`config.mk`:
```
export PLATFORM = sky130hd
export DESIGN_NAME = mem_1w1r
export DESIGN_NICKNAME = d
export VERILOG_FILES = /design/src/rtl/mem_1w1r.sv
export SDC_FILE = /design/constraint.sdc
export NUM_CORES = 1
export LEC_CHECK = 0
export CORE_AREA = 2 2 129 100
export DETAILED_ROUTE_END_ITERATION = 6
export DIE_AREA = 0 0 131 102
export PLACE_DENSITY = 0.7
export SLEW_MARGIN = 20
export SYNTH_ARGS = -nofsm -noshare
export SYNTH_HDL_FRONTEND = slang
export SYNTH_SLANG_ARGS = --single-unit
```
`constraint.sdc`:
```
create_clock -name clk -period 3.2 [get_ports clk]
set_input_delay 0.64 -clock clk [delete_from_list [all_inputs] [get_ports clk]]
set_output_delay 0.64 -clock clk [all_outputs]
set_load 0.01 [all_outputs]
```
`src/rtl/mem_1w1r.sv`:
```
// mem_1w1r: 1-write/1-read synchronous RAM with registered, read-first readdata.
// Contents are not cleared by reset; only the read register is.
module mem_1w1r #(
   parameter int ELEMENTS_W = 4,
   parameter int WIDTH      = 8
) (
   input  logic                  clk,
   input  logic                  rst_n,
   input  logic                  read,
   input  logic [ELEMENTS_W-1:0] readaddress,
   output logic [WIDTH-1:0]      readdata,
   input  logic                  write,
   input  logic [ELEMENTS_W-1:0] writeaddress,
   input  logic [WIDTH-1:0]      writedata
);
   logic [WIDTH-1:0] mem_q [2**ELEMENTS_W];
   logic [WIDTH-1:0] readdata_q;
   // One block for array and read register keeps RAM inference; NBA gives read-first.
   always_ff @(posedge clk) begin
      if (!rst_n) begin
         readdata_q <= '0;
      end else begin
         if (write) mem_q[writeaddress] <= writedata;
         if (read) readdata_q <= mem_q[readaddress];
      end
   end
   assign readdata = readdata_q;
`ifndef SYNTHESIS
   always @(posedge clk) begin
      if (rst_n && write) assert (!$isunknown({writeaddress, writedata}))
         else $error("mem_1w1r: write with X/Z address or data");
      if (rst_n && read) assert (!$isunknown(readaddress))
         else $error("mem_1w1r: read with X/Z address");
   end
`endif
endmodule

```
---- Word-level counts from Yosys, hierarchy flattened ----
Memories as Yosys holds them, arrays and structs flattened. A register that Yosys moved wholly into a read port is not among the register bits.
Cells that the tools add are included.
storage, ports and cells
  register bits after elaboration ......... 0
  memory bits (writable) .................. 128
  bits of input ports ..................... 20
  output and inout port bits .............. 8
  word-level logic and storage cells ...... 5
  memories kept ........................... 1
cells by class
  multiplexer cells ....................... 3
  reductions and logical operators ........ 1
memory list
  name   depth  bits a word  rd ports  clocked after Yosys merged registers in  write ports  RTL line  text
  mem_q  16     8            1         1                                        1            16        logic [WIDTH-1:0] mem_q [2**ELEMENTS_W];
operators by type and width
  kind              number
  1-bit 2-to-1 mux  3
  1-bit zero test   1

---- Depth between registers and ports, before layout ----
  depth in word-level cells ............... 3
  mapped depth ............................ 6
  gate-level depth less buffers ........... 4

---- Worst setup path before layout ----
OpenSTA, ideal clock, no wires.
  path type ............................... in2reg
  from .................................... input port writeaddress[2]
  to ...................................... memory mem_q[0][0] (enable)
  library setup time ...................... 0.383 ns
  data arrival time ....................... 1.670 ns
  data required time ...................... 2.817 ns
  slack ................................... 1.147 ns
  cell stages on the path ................. 2
  buffers on the path ..................... 0
  cell sequence ........................... or3_1 -> nor3_1
RTL lines
  item             RTL line  text
  start, declared  13        input logic [ELEMENTS_W-1:0] writeaddress,
  end, declared    16
No word-level cell before the write port.

==> impl_results.md <==
* Final setup viols at 0
* Final hold vios at 0
* P&R area growth vs syn at 20.0%
* Fmax at 452 MHz
* Hold-fix buffers, CTS at 0
* Logic gate share of total power at 5.0%
* Register area share after synthesis at about 75%
* Critical path peak fanout at 9
* Cell area power density at 662 nW/um^2
* Max-cap violation count at 0
* Worst-Skew Late Latency at 0.41 ns
* Switching share of power at 19.7%
* GRT Util Overall at 18.0%
* Synth Area per Inst at approximately 17 sq um
* Clock Tree Buf Depth at 2
* Num CTS Buffers at 17
* Post-layout minimum cycle time at between 2 and 2.5 ns
* Fin nets at 381
* Most frequent cells in the layout: edfxtp_1 (128), mux2i_1 (64), clkdlybuf4s50_1 (26)
* Setup tns final at 0 ns
* Yosys reg bits at 136
* Final-report max-slew violation count at 0
* Slew @ Worst Pin at 0.825 ns
* Syn_nets at 340
* Post-CTS setup repair buffer count at 0
* Top post-synthesis cells by area: edfxtp_1 (72%), mux2i_1 (12%), a22oi_1 (3.4%)
* Post-Layout Cell Count at 540
* Final Cycle Share at roughly 70%
* Antenna viol nets, final at 0
* # H-tree levels at 4
* Initial core utilization at 44.3%
* Critical path arrival at between 2 and 3 ns
* Vias in the first global route at 2,912
* Die area at 13,400 sq um
* Setup WS pre-CTS at 0.570 ns
* Core area at 12,000 sq um
* IO Pins at 28
* DRC Markers at 0
* IO buf count at 27
* Status: finished clean
* Net Switching at ~0.83 mW
* Root Buffer: clkbuf_16
* CTS tree: yes
* Pin count of the biggest net entering global routing at 41
* Vias per inst at ~5.3
* WS Path Type: in -> reg
* Hpwl dp at 7020 um
* Worst hold slack at 0.449 ns
* Yosys top cell area share at 72.0%
* Sink Count at 136
* Startpoint type of the worst setup path: input port
* Die H at around 100 um
* RSZ-0062 raised after global routing: no
* Gp weighted congestion at 0.834
* Sequential power share at 46.9%
* # rows at 35
* DR vias at 2,866
* Width of the die at between 100 and 150 um
* 1st-iter DRT viols at 267
* Ys Warns at 0
* Cell count after synthesis at 320
* Layout cell share with drive strength beyond 1 at between 10% and 20%
* Clock power frac at 48.1%
* CP endpoint kind: register
* HP Class: reg -> reg
* Global route overflow at 0
* Post-synth top area cell: edfxtp_1
* Mapped Area at 5340 sq um
* DR WL/cell at 20.2 um
* CP required at 3.50 ns
* Clock Pin Slew Worst Setup and Hold Paths at 0.06 ns
* Post-Route WL at 10,900 um
* Clock skew at 0.00643 ns
* Yosys cell types at 21
* Setup ws final at 0.987 ns
* Slew headroom at 44.9%
* Post-Place Cells at approximately 510
* DRT Pass-1 Iters at 4
* Leak pwr at approximately 2.2 nW
* Initial antenna violation count at 0
* Max VDD drop at 0.437 mV
* Global-route wire length before repair at 16,600 um
* Post-CTS resize count at 0
* Commonest non-fill, non-tap cell in the layout: edfxtp_1
* ANT cells at 0
* Internal power at ~3.4 mW
==> state kept, by name, indices dropped and copies added (netlist names) <==
signal and cells:
mem_q 128, readdata 8
==> per-stage QoR <==
stage          power [mW]  util [%]  cell area, sq um
2_1_floorplan        2.13         -              5340
3_3_place_gp         2.23      47.9              5770
3_5_place_dp         2.23      47.9              5770
4_1_cts              4.26      53.1              6400
5_1_grt              4.35      53.1              6400
6_report             4.24      53.1              6400
==> synthesized netlist by cell type <==
master and number:
mux2i_1 64, nand3_1 25, nor2_1 13, nor3_1 4, nor2b_1 3, buf_6 5, a21oi_1 8, and2_1 1
dfxtp_1 8, buf_2 7, nor2_2 2, buf_12 1, nand2_1 20, or3_1 1, a22oi_1 24, nand4b_1 1
buf_8 1, buf_1 1, nand4_1 1, edfxtp_1 128, nand2b_1 2
==> power groups by stage <==
stage	Combinational (mW)	Sequential, mW	Clock (mW)
floorplan	0.108	2.02	0
global placement	0.209	2.02	0
detailed placement	0.212	2.02	0
CTS	0.212	1.99	2.06
global route	0.230	1.99	2.13
finish	0.214	1.99	2.04
==> final timing paths <==
| kind | slack [ns] | depth (start not counted) | endpoint | startpoint |
|---|---|---|---|---|
| hold / removal | 0.45 | 2 | readdata[5] | readdata[5] |
| hold reg to reg | 0.45 | 2 | readdata[5] | readdata[5] |
| setup / recovery | 0.99 | 5 | readdata[0] | readaddress[3] |
| setup reg to reg | 2.03 | 4 | readdata[4] | mem_q[12][4] |
==> cell type report <==
class                      count  area, sq um
clock buffer                  20          457
clock inverter                12          175
fill                         966         5640
multi-input combinational    169         1200
sequential                   136         4000
tap                          166          208
timing repair buffer          37          355
==> worst max-delay path, stage by stage <==
cell	delay [ns]
clkdlybuf4s50_1	0.54
nor2b_1	0.69
a22oi_1	0.36
nand3_1	0.20
nand3_1	0.08
==> cell families (layout without fill, tap and decap cells) <==
group	count (synthesis)	in the layout	share of synthesized area, %
AOI/OAI and AO/OA	32	32	4.13
buffers and inverters	15	69	2.44
DFF	136	136	75.0
muxes	64	64	12.0
and+or+nand+nor	73	73	6.38
==> routing by layer <==
layer,GRT usage (%),up-vias,wire (um)
li1,-,1326,-
met1,26.1,1448,5260
met2,25.6,78,4870
met3,5.03,14,585
met4,7.53,0,168
met5,0,-,0
Note: power is estimated with default switching activity, not from simulation.
